### src/rtl/crono_countdown_if.sv
// Chronometer countdown bus: control levels and BCD preset from the FSM,
// plus the BCD count, run status and completion event returned to it.
interface crono_countdown_if;
    logic       ProgramarCrono;
    logic       InicioCrono;
    logic       CronoActivo;
    logic [7:0] prog_hh;
    logic [7:0] prog_mm;
    logic [7:0] prog_ss;
    logic [7:0] crono_hh;
    logic [7:0] crono_mm;
    logic [7:0] crono_ss;
    logic       corriendo;
    logic       FinalizoCrono;

    modport master (
        output ProgramarCrono, InicioCrono, CronoActivo,
        output prog_hh, prog_mm, prog_ss,
        input  crono_hh, crono_mm, crono_ss, corriendo, FinalizoCrono
    );

    modport slave (
        input  ProgramarCrono, InicioCrono, CronoActivo,
        input  prog_hh, prog_mm, prog_ss,
        output crono_hh, crono_mm, crono_ss, corriendo, FinalizoCrono
    );
endinterface

### src/rtl/crono_countdown.sv
// Countdown-timer datapath: loads a BCD HH:MM:SS preset, decrements it once
// per TICKS_PER_SEC counted cycles and pulses FinalizoCrono on reaching zero.
module crono_countdown #(
    parameter int unsigned TICKS_PER_SEC = 100_000_000,
    parameter logic [7:0]  MAX_HH        = 8'h23
) (
    input  logic               clk,
    input  logic               reset,
    crono_countdown_if.slave   bus
);
    localparam int unsigned PRESC_W = (TICKS_PER_SEC > 1) ? $clog2(TICKS_PER_SEC) : 1;
    localparam logic [PRESC_W-1:0] PRESC_LAST = PRESC_W'(TICKS_PER_SEC - 1);

    typedef enum logic [1:0] {IDLE, LOAD, RUN, DONE} state_t;

    state_t               state;
    logic [PRESC_W-1:0]   prescaler;
    logic [7:0]           hh, mm, ss;
    logic                 corriendo;
    logic                 finalizo;

    // Out-of-range fields clamp to their maximum; an in-range field holding
    // a non-decimal digit loads as 00.
    function automatic logic [7:0] loadField(input logic [7:0] v, input logic [7:0] maxV);
        if (v > maxV) return maxV;
        if ((v[7:4] > 4'd9) || (v[3:0] > 4'd9)) return 8'h00;
        return v;
    endfunction

    function automatic logic [7:0] bcdDec(input logic [7:0] v, input logic [7:0] wrapV);
        if (v == 8'h00) return wrapV;
        if (v[3:0] == 4'd0) return {v[7:4] - 4'd1, 4'd9};
        return {v[7:4], v[3:0] - 4'd1};
    endfunction

    logic       ssBorrow, mmBorrow;
    logic [7:0] ssDec, mmDec, hhDec;
    logic       countEn, tick, decZero, valueZero, startOk;

    assign ssBorrow  = (ss == 8'h00);
    assign mmBorrow  = ssBorrow && (mm == 8'h00);
    assign ssDec     = bcdDec(ss, 8'h59);
    assign mmDec     = ssBorrow ? bcdDec(mm, 8'h59) : mm;
    assign hhDec     = mmBorrow ? bcdDec(hh, 8'h00) : hh;
    assign decZero   = ({hhDec, mmDec, ssDec} == 24'h000000);
    assign valueZero = ({hh, mm, ss} == 24'h000000);
    assign countEn   = (state == RUN) && bus.CronoActivo && bus.InicioCrono;
    assign tick      = countEn && (prescaler == PRESC_LAST);
    assign startOk   = !bus.ProgramarCrono && bus.InicioCrono && bus.CronoActivo;

    // Control FSM and datapath; a load always wins over a pending tick.
    always_ff @(posedge clk or negedge reset) begin
        if (!reset) begin
            state     <= IDLE;
            prescaler <= '0;
            hh        <= 8'h00;
            mm        <= 8'h00;
            ss        <= 8'h00;
            corriendo <= 1'b0;
            finalizo  <= 1'b0;
        end else begin
            finalizo <= 1'b0;
            if (bus.ProgramarCrono) begin
                hh        <= loadField(bus.prog_hh, MAX_HH);
                mm        <= loadField(bus.prog_mm, 8'h59);
                ss        <= loadField(bus.prog_ss, 8'h59);
                prescaler <= '0;
                state     <= LOAD;
                corriendo <= 1'b0;
            end else begin
                case (state)
                    LOAD: begin
                        if (startOk) begin
                            if (valueZero) begin
                                state    <= DONE;
                                finalizo <= 1'b1;
                            end else begin
                                state     <= RUN;
                                corriendo <= 1'b1;
                            end
                        end
                    end
                    RUN: begin
                        if (tick) begin
                            prescaler <= '0;
                            hh        <= hhDec;
                            mm        <= mmDec;
                            ss        <= ssDec;
                            if (decZero) begin
                                state     <= DONE;
                                corriendo <= 1'b0;
                                finalizo  <= 1'b1;
                            end
                        end else if (countEn) begin
                            prescaler <= prescaler + PRESC_W'(1);
                        end
                    end
                    default: ;
                endcase
            end
        end
    end

    assign bus.crono_hh      = hh;
    assign bus.crono_mm      = mm;
    assign bus.crono_ss      = ss;
    assign bus.corriendo     = corriendo;
    assign bus.FinalizoCrono = finalizo;
endmodule

### src/flat_wrapper.sv
// flat-port wrapper written by rule: the top's interface ports become plain ports
module crono_countdown_flat 
#(
    parameter int unsigned TICKS_PER_SEC = 100_000_000,
    parameter logic [7:0]  MAX_HH        = 8'h23
)
  (clk, reset, bus_ProgramarCrono, bus_InicioCrono, bus_CronoActivo, bus_prog_hh, bus_prog_mm, bus_prog_ss, bus_crono_hh, bus_crono_mm, bus_crono_ss, bus_corriendo, bus_FinalizoCrono);
  crono_countdown_if bus_i ();
  input  logic clk;
  input  logic reset;
  input wire logic [$bits(bus_i.ProgramarCrono)-1:0] bus_ProgramarCrono;
  input wire logic [$bits(bus_i.InicioCrono)-1:0] bus_InicioCrono;
  input wire logic [$bits(bus_i.CronoActivo)-1:0] bus_CronoActivo;
  input wire logic [$bits(bus_i.prog_hh)-1:0] bus_prog_hh;
  input wire logic [$bits(bus_i.prog_mm)-1:0] bus_prog_mm;
  input wire logic [$bits(bus_i.prog_ss)-1:0] bus_prog_ss;
  output wire logic [$bits(bus_i.crono_hh)-1:0] bus_crono_hh;
  output wire logic [$bits(bus_i.crono_mm)-1:0] bus_crono_mm;
  output wire logic [$bits(bus_i.crono_ss)-1:0] bus_crono_ss;
  output wire logic [$bits(bus_i.corriendo)-1:0] bus_corriendo;
  output wire logic [$bits(bus_i.FinalizoCrono)-1:0] bus_FinalizoCrono;
  assign bus_i.ProgramarCrono = bus_ProgramarCrono;
  assign bus_i.InicioCrono = bus_InicioCrono;
  assign bus_i.CronoActivo = bus_CronoActivo;
  assign bus_i.prog_hh = bus_prog_hh;
  assign bus_i.prog_mm = bus_prog_mm;
  assign bus_i.prog_ss = bus_prog_ss;
  assign bus_crono_hh = bus_i.crono_hh;
  assign bus_crono_mm = bus_i.crono_mm;
  assign bus_crono_ss = bus_i.crono_ss;
  assign bus_corriendo = bus_i.corriendo;
  assign bus_FinalizoCrono = bus_i.FinalizoCrono;
  crono_countdown #(.TICKS_PER_SEC(TICKS_PER_SEC), .MAX_HH(MAX_HH)) u_core (.clk(clk), .reset(reset), .bus(bus_i));
endmodule
### config.mk
export PLATFORM = sky130hd
export DESIGN_NAME = crono_countdown_flat
export DESIGN_NICKNAME = d
export VERILOG_FILES = /design/src/rtl/crono_countdown_if.sv /design/src/rtl/crono_countdown.sv /design/src/flat_wrapper.sv
export SDC_FILE = /design/constraint.sdc
export NUM_CORES = 1
export LEC_CHECK = 0
export ABC_AREA = 1
export CELL_PAD_IN_SITES_DETAIL_PLACEMENT = 1
export CELL_PAD_IN_SITES_GLOBAL_PLACEMENT = 2
export CORE_ASPECT_RATIO = 0.5
export CORE_UTILIZATION = 33
export DETAILED_ROUTE_END_ITERATION = 12
export PLACE_DENSITY_LB_ADDON = 0.05
export SKIP_CTS_REPAIR_TIMING = 1
export SYNTH_ARGS = -nofsm -noshare
export SYNTH_HDL_FRONTEND = slang
export SYNTH_SLANG_ARGS = --single-unit
### constraint.sdc
create_clock -name clk -period 4.2 [get_ports clk]
set_input_delay 0.63 -clock clk [delete_from_list [all_inputs] [get_ports clk]]
set_output_delay 0.63 -clock clk [all_outputs]
set_load 0.01 [all_outputs]
==> results of run 1 <==
-- logic make-up after synthesis --
| family | Yosys count |
|---|---|
| xor+xnor | 9 |
| simple gates | 285 |
| compound gates | 106 |
| flops | 55 |
| fa+ha+maj | 12 |
| buf+inv | 78 |
-- worst max-delay path by stage --
stage | from | to | depth (start not counted) | slack, ns
6_report | bus_InicioCrono | u_core.prescaler[0] | 10 | 1.59
5_1_grt | bus_CronoActivo | u_core.prescaler[0] | 10 | 1.43
4_1_cts | bus_CronoActivo | u_core.prescaler[0] | 10 | 1.58
3_5_place_dp | bus_CronoActivo | u_core.prescaler[0] | 10 | 1.26
3_3_place_gp | bus_InicioCrono | u_core.prescaler[24] | 10 | 1.34
2_1_floorplan | u_core.bus.crono_mm[0] | u_core.state[0] | 15 | 2.17
-- power by group through the flow --
stage | Clock [uW] | Sequential (uW) | Combinational [uW]
2_1_floorplan | 0 | 625 | 270
3_3_place_gp | 0 | 622 | 441
3_5_place_dp | 0 | 623 | 446
4_1_cts | 475 | 613 | 449
5_1_grt | 492 | 618 | 502
6_report | 462 | 612 | 442
-- final cells by class --
class,count,share of cell area
clock buffer,6,0.0293
timing repair buffer,59,0.121
inverter,68,0.0539
clock inverter,2,0.00370
tap,159,0.0420
multi-input combinational,412,0.460
sequential,55,0.291
-- cell usage after synthesis (5+ instances only) --
cell / count
a21oi_1: 22
dfrtp_1: 55
ha_1: 12
inv_1: 62
inv_2: 6
nand2_1: 125
nand3_1: 47
nor2_1: 65
nor2_2: 6
nor2_4: 5
nor3_1: 14
o21ai_0: 49
o22ai_1: 8
xnor2_1: 5
-- registers in the layout, indices dropped and copies added, names as in the netlist --
signal	flops
u_core.bus.crono_ss	8
u_core.state	2
u_core.bus.crono_mm	8
u_core.prescaler	27
u_core.bus.corriendo	1
u_core.bus.FinalizoCrono	1
u_core.bus.crono_hh	8
-- layer usage --
metal / part of all wire / global-route usage / vias to the layer above / routed length, um
met4: 0.0043 / 0.0294 / 0 / 51
met3: 0.024 / 0.0315 / 4 / 282
met5: 0 / 0 / - / 0
met2: 0.45 / 0.344 / 36 / 5260
met1: 0.53 / 0.295 / 1829 / 6190
li1: - / - / 1913 / -
-- metrics by stage --
stage           util  cells
5_1_grt        0.422    761
4_1_cts        0.422    761
2_1_floorplan      -    545
3_5_place_dp   0.408    753
3_3_place_gp   0.408    753
6_report       0.422    761
==> results.json, run 1 <==
{
  "clockBufferDepth": 2,
  "startpoint_type": "input pin",
  "finalPower_uw": 1520,
  "fmax_ghz": 0.383,
  "routed_wl_um": 11800,
  "endpoint_kind": "flip-flop",
  "slowest_delay_ns": 0.49,
  "seqCellArea_mm2": 0.00138,
  "synth_compound_area_frac": 0.160,
  "root_buffer": "clkbuf_16",
  "cp_cell_sequence": "clkdlybuf4s50_1 > nand2_1 > nor2_4 > nand3_1 > nor2_4 > nor2_2 > inv_1 > buf_4 > a21oi_1 > o21a_1",
  "diodes": 0,
  "p_int_uw": 992,
  "num_vias": 3782,
  "drt_iter0_drc": 205,
  "hpwlAfterDp_um": 8950,
  "drv_slew": 0,
  "p_clk_frac": 0.305,
  "drtAntennaViolNets": 0,
  "fin_crit_sh": 0.621,
  "dp_slack_ns": 1.26,
  "routedWlPerCell_um": 15.5,
  "switchingPower_uw": 523,
  "outcome": "completed",
  "row_count": 27,
  "synth_area_leaders": "dfrtp_1 35%, nand2_1 12%, o21ai_0 6.3%",
  "p_leak_uw": 0.00205,
  "clkTransAtPathRegs_ns": 0.08,
  "grt_max_degree": 35,
  "cpMostUsedCell": "nor2_4",
  "layout_commonest_cell": "nand2_1",
  "synth-seq-area-share": 0.355,
  "syn_avg_cell_area_um2": 7.12,
  "synth-simple-area-share": 0.343,
  "grt_util_all_layers": 0.209,
  "r2r_slack_ns": 1.66,
  "insertion_delay_ns": 0.31,
  "grt_pass1_vias": 3841,
  "power.density_mw_per_mm2": 320,
  "combPwrFrac": 0.292,
  "design_area_mm2": 0.00474,
  "routabilityCongestion": 0.804,
  "fin_crit_ns": 2.61,
  "reg2reg_to": "u_core.prescaler[0]",
  "fin_skew_ns": 0.00916,
  "synth_edf_count": 0,
  "synth_seq_cells": 55,
  "final_hold_viol_count": 0,
  "hold_class": "input pin to async pin",
  "synthesis.area_mm2": 0.00388,
  "synth_xor_area_frac": 0.0203,
  "portBuffers": 54,
  "drive_above_1_share": 0.0880,
  "vias_per_cell": 4.97,
  "syn_inst": 545,
  "crit_family": "buffers and inverters",
  "synth_top_cell_area_share": 0.355,
  "syn_to_final_growth_pct": 22.1,
  "synth-warning-count": 0,
  "fin_ws_ns": 1.59,
  "grt_pass1_wl_um": 20100,
  "tns_ns": 0,
  "crit_fanout": 21,
  "async_flop_share": 1.00,
  "final_cell_mix": "125 x nand2_1, 65 x nor2_1, 62 x inv_1",
  "setup_viol": 0,
  "ys.flop_type": "dfrtp_1",
  "ios": 55,
  "drc": 0,
  "antenna_found_initial": 0,
  "synth_top_family_by_area": "simple AND/OR/NAND/NOR gates",
  "coreArea_mm2": 0.0112,
  "cts_buffers": 5,
  "worstSetupPathType": "input pin to flip-flop",
  "relSlewSlack": 0.561,
  "final_nets": 642,
  "htreeDepth": 2,
  "die_h_um": 78.7,
  "worstPathArrival_ns": 2.80,
  "rsz0062_at_grt": "false",
  "grt_overflow": 0,
  "slowest_stage": "inv_1",
  "required_ns": 4.39,
  "yosys-mux-area-fraction": 0,
  "cts.sinks": 55,
  "synth-adder-area-share": 0.0387,
  "drv_cap": 0,
  "tightest_slew_ns": 0.658,
  "dr.pass1.iters": 4,
  "cts_tree": "built",
  "placed_cell_area_mm2": 0.00458,
  "syn_nets": 586,
  "fillers": 1427,
  "start_util": 0.346,
  "sw_frac_of_total": 0.345,
  "multi_input_area_mm2": 0.00218,
  "ir_drop_uv": 151,
  "yosysUniqueCellTypes": 44,
  "fin_hold_ws_ns": 0.285,
  "die_width_um": 155,
  "pwr-share-seq": 0.404,
  "cp_num_buf_inv": 3,
  "die_area_mm2": 0.0122,
  "r2r-start": "u_core.prescaler[0]",
  "synth_top_area_cell": "dfrtp_1",
  "reg2reg_depth": 10
}
No activity file was read; power rests on OpenSTA's default activity.
==> run 2, diff against run 1 <==
- CORE_UTILIZATION: 33 -> 31
- clock period: 4.2 -> 2.4 ns (I/O delays scaled with it)
==> run 2 against run 1 <==
Effect of this change: clock skew down 0.00081 ns; die area up 6.3%; clock power up 92%; cell count up 4.6%; critical path depth up 7; combinational power up 96%; cell area up 6.3%; setup slack worse by 1.4 ns; core utilization down 0.33 points; critical endpoint is now u_core.state[1].
==> results.json, run 2 (same netlist as run 1, synthesis figures left out) <==
{
  "outcome": "completed",
  "diodes": 0,
  "clkTransAtPathRegs_ns": 0.08,
  "fin_hold_ws_ns": 0.0525,
  "p_leak_uw": 0.00221,
  "final_hold_viol_count": 0,
  "tns_ns": 0,
  "power.density_mw_per_mm2": 559,
  "routed_wl_um": 12200,
  "start_util": 0.323,
  "vias_per_cell": 4.89,
  "dr.pass1.iters": 4,
  "cts_buffers": 5,
  "row_count": 28,
  "drtAntennaViolNets": 0,
  "ios": 55,
  "fin_crit_sh": 0.931,
  "drv_slew": 0,
  "drc": 0,
  "hold_class": "input pin to async pin",
  "hpwlAfterDp_um": 9420,
  "relSlewSlack": 0.591,
  "ir_drop_uv": 251,
  "largest_reg_flops": 27,
  "grt_max_degree": 34,
  "drive_above_1_share": 0.138,
  "final_nets": 672,
  "htreeDepth": 2,
  "worstPathArrival_ns": 2.47,
  "setup_viol": 0,
  "num_vias": 3889,
  "cp_cell_sequence": "inv_2 > ha_2 > nand2_1 > nor2_4 > nand2_2 > nor2_8 > buf_4 > nand2_1 > nand2_1 > nor2_1 > nand3_1 > nor2_2 > nand2_2 > nand2_4 > nand2_4 > nand2_1 > o21ai_2",
  "portBuffers": 54,
  "root_buffer": "clkbuf_16",
  "slowest_stage": "dfrtp_1",
  "grt_overflow": 0,
  "routedWlPerCell_um": 15.3,
  "fin_crit_ns": 2.23,
  "die_h_um": 81.1,
  "crit_family": "simple AND/OR/NAND/NOR gates",
  "syn_to_final_growth_pct": 29.8,
  "worstSetupPathType": "flip-flop to flip-flop",
  "antenna_found_initial": 0,
  "grt_pass1_vias": 3930,
  "grt_pass1_wl_um": 20300,
  "fillers": 1521,
  "cpMostUsedCell": "nand2_1",
  "insertion_delay_ns": 0.30,
  "fmax_ghz": 0.448,
  "cts_tree": "built",
  "tightest_slew_ns": 0.612,
  "crit_fanout": 7,
  "drt_iter0_drc": 230,
  "regMostFlops": "u_core.prescaler",
  "routabilityCongestion": 0.820,
  "fin_skew_ns": 0.00835,
  "slowest_delay_ns": 0.40,
  "finalPower_uw": 2810,
  "startpoint_type": "flip-flop",
  "final_cell_mix": "125 x nand2_1, 64 x nor2_1, 61 x inv_1",
  "die_area_mm2": 0.0130,
  "grt_util_all_layers": 0.198,
  "endpoint_kind": "flip-flop",
  "drv_cap": 0,
  "rsz0062_at_grt": "false",
  "layout_commonest_cell": "nand2_1",
  "cp_num_buf_inv": 2,
  "coreArea_mm2": 0.0120,
  "cts.sinks": 55,
  "clockBufferDepth": 2,
  "die_width_um": 160,
  "required_ns": 2.64
}
## run 2: final cells by class
| class | instances | area [um2] | area share |
|---|---|---|---|
| clock inverters | 2 | 41.3 | 0.00820 |
| well taps | 165 | 206 | 0.0410 |
| inverters | 68 | 258 | 0.0512 |
| flip-flops and latches | 55 | 1380 | 0.273 |
| repair buffers | 88 | 816 | 0.162 |
| multi-input cells | 413 | 2210 | 0.440 |
| clock buffers | 5 | 125 | 0.0248 |
## run 2: path summary, 6_finish.rpt
check	from	end	slack (ns)	cells after the start
min in group clk	u_core.prescaler[23]	u_core.prescaler[23]	0.47	1
setup / recovery	u_core.bus.crono_mm[0]	u_core.state[1]	0.17	17
hold / removal	reset	u_core.prescaler[17]	0.05	1
setup reg to reg	u_core.bus.crono_mm[0]	u_core.state[1]	0.17	17
hold reg to reg	u_core.prescaler[23]	u_core.prescaler[23]	0.47	1
max in group asynchronous	reset	u_core.bus.crono_hh[6]	1.74	2
## run 2: metal layers
layer	vias to the layer above	wire length (um)	global-route usage
met5	-	0	0
met4	0	61	0.0276
met3	7	245	0.0322
met2	35	5410	0.320
met1	1880	6460	0.283
li1	1967	-	-
## run 2: per-stage QoR
step,cell area [um2],utilization,instances,worst slack [ns]
2_1_floorplan,3880,-,545,0.367
3_3_place_gp,4830,0.402,788,0.0951
3_5_place_dp,4830,0.402,788,0.0490
4_1_cts,5000,0.416,795,0.108
5_1_grt,5040,0.419,796,0.000256
6_report,5040,0.419,796,0.167
## run 2: where the power goes
group / switching, uW / total (uW) / internal (uW) / leakage [uW]
sequential: 66.7 / 1060 / 994 / 0.000732
combinational: 500 / 867 / 367 / 0.00139
clock: 391 / 887 / 496 / 0.0000818
==> run 3, diff against run 2 <==
- CAP_MARGIN: not set -> 30
- CORE_UTILIZATION: 31 -> 30
==> run 3 against run 2 <==
Effect of this change: global-route usage fell by 0.66 points; sequential share of layout area fell by 0.24 points; clock skew rose by 0.0013 ns.
==> results.json, run 3 (same netlist as run 1, synthesis figures left out) <==
{
  "cpMostUsedCell": "nand3_1",
  "grt_pass1_wl_um": 19900,
  "grt_overflow": 0,
  "fin_skew_ns": 0.00969,
  "fin_crit_sh": 0.915,
  "p_leak_uw": 0.00223,
  "fin_hold_ws_ns": 0.0365,
  "htreeDepth": 2,
  "endpoint_kind": "flip-flop",
  "drive_above_1_share": 0.148,
  "num_vias": 3910,
  "cp_num_buf_inv": 1,
  "slowest_stage": "dfrtp_1",
  "crit_family": "simple AND/OR/NAND/NOR gates",
  "hold_class": "input pin to async pin",
  "coreArea_mm2": 0.0122,
  "worstPathArrival_ns": 2.42,
  "crit_fanout": 6,
  "fin_crit_ns": 2.20,
  "portBuffers": 54,
  "drt_iter0_drc": 211,
  "power.density_mw_per_mm2": 554,
  "tightest_slew_ns": 0.607,
  "regMostFlops": "u_core.prescaler",
  "drc": 0,
  "vias_per_cell": 4.88,
  "routed_wl_um": 12000,
  "antenna_found_initial": 0,
  "cts_tree": "built",
  "row_count": 28,
  "hpwlAfterDp_um": 9090,
  "ir_drop_uv": 269,
  "layout_commonest_cell": "nand2_1",
  "routedWlPerCell_um": 15.0,
  "die_width_um": 163,
  "rsz0062_at_grt": "false",
  "grt_max_degree": 56,
  "setup_viol": 0,
  "final_nets": 677,
  "final_cell_mix": "125 x nand2_1, 63 x nor2_1, 60 x inv_1",
  "relSlewSlack": 0.594,
  "start_util": 0.318,
  "drv_slew": 0,
  "fmax_ghz": 0.455,
  "syn_to_final_growth_pct": 31.0,
  "cts.sinks": 55,
  "worstSetupPathType": "flip-flop to flip-flop",
  "grt_pass1_vias": 3903,
  "drv_cap": 0,
  "outcome": "completed",
  "diodes": 0,
  "clockBufferDepth": 2,
  "insertion_delay_ns": 0.31,
  "cp_cell_sequence": "inv_1 > ha_1 > nand3_4 > nor2_8 > nand3_1 > nor3_2 > nand3_1 > or2_0 > a211oi_2",
  "ios": 55,
  "post-place-cells": 791,
  "layout.cells.non_filler": 802,
  "largest_reg_flops": 27,
  "die_h_um": 82.4,
  "required_ns": 2.62,
  "slowest_delay_ns": 0.38,
  "drtAntennaViolNets": 0,
  "startpoint_type": "flip-flop",
  "clkTransAtPathRegs_ns": 0.08,
  "root_buffer": "clkbuf_16",
  "cts_buffers": 5,
  "die_area_mm2": 0.0134,
  "grt_util_all_layers": 0.191,
  "routabilityCongestion": 0.791,
  "tns_ns": 0,
  "final_hold_viol_count": 0,
  "dr.pass1.iters": 4,
  "final_util": 0.417
}
-- run 3: cell types whose count changed in the layout (fill, tap and decap cells not counted), sizes merged --
cell  previous run  this run
buf             35        40
inv             69        70
-- run 3: layout make-up --
cell class	count	area, um2
fill	1524	7110
inverter	68	258
clock inverter	3	50.0
timing repair buffer	93	853
tap	165	206
sequential	55	1380
clock buffer	5	125
multi-input combinational	413	2210
-- run 3: worst paths after layout --
| path | start | to | slack, ns | cells after the start |
|---|---|---|---|---|
| worst max-delay path | u_core.bus.crono_ss[4] | u_core.bus.FinalizoCrono | 0.20 | 9 |
| worst min-delay path | reset | u_core.prescaler[15] | 0.04 | 2 |
| worst max register to register | u_core.bus.crono_ss[4] | u_core.bus.FinalizoCrono | 0.20 | 9 |
| worst min register to register | u_core.prescaler[23] | u_core.prescaler[23] | 0.47 | 1 |
| max in group asynchronous | reset | u_core.bus.crono_mm[5] | 2.08 | 2 |
| min in group clk | u_core.prescaler[23] | u_core.prescaler[23] | 0.47 | 1 |
-- run 3: through the flow --
stage          setup WS [ns]  area [um2]  total power [uW]
2_1_floorplan          0.367        3880              1570
3_3_place_gp          0.0229        4850              1920
3_5_place_dp          0.0185        4850              1920
4_1_cts                0.155        5030              2840
5_1_grt              0.00391        5080              3000
6_report               0.204        5080              2810
-- run 3: per-layer routing --
metal,global-route usage,up-vias,part of all wire,routed length (um)
met5,0,-,0,0
met1,0.271,1889,0.53,6400
met3,0.0285,8,0.022,262
li1,-,1986,-,-
met4,0.0308,0,0.0062,75
met2,0.313,27,0.44,5290
-- run 3: power breakdown --
group          total [uW]  switching (uW)  leakage [uW]  internal (uW)
clock                 896             390     0.0000863            505
combinational         857             489       0.00141            368
sequential           1060            65.0      0.000732            994
total                2810             944       0.00223           1870
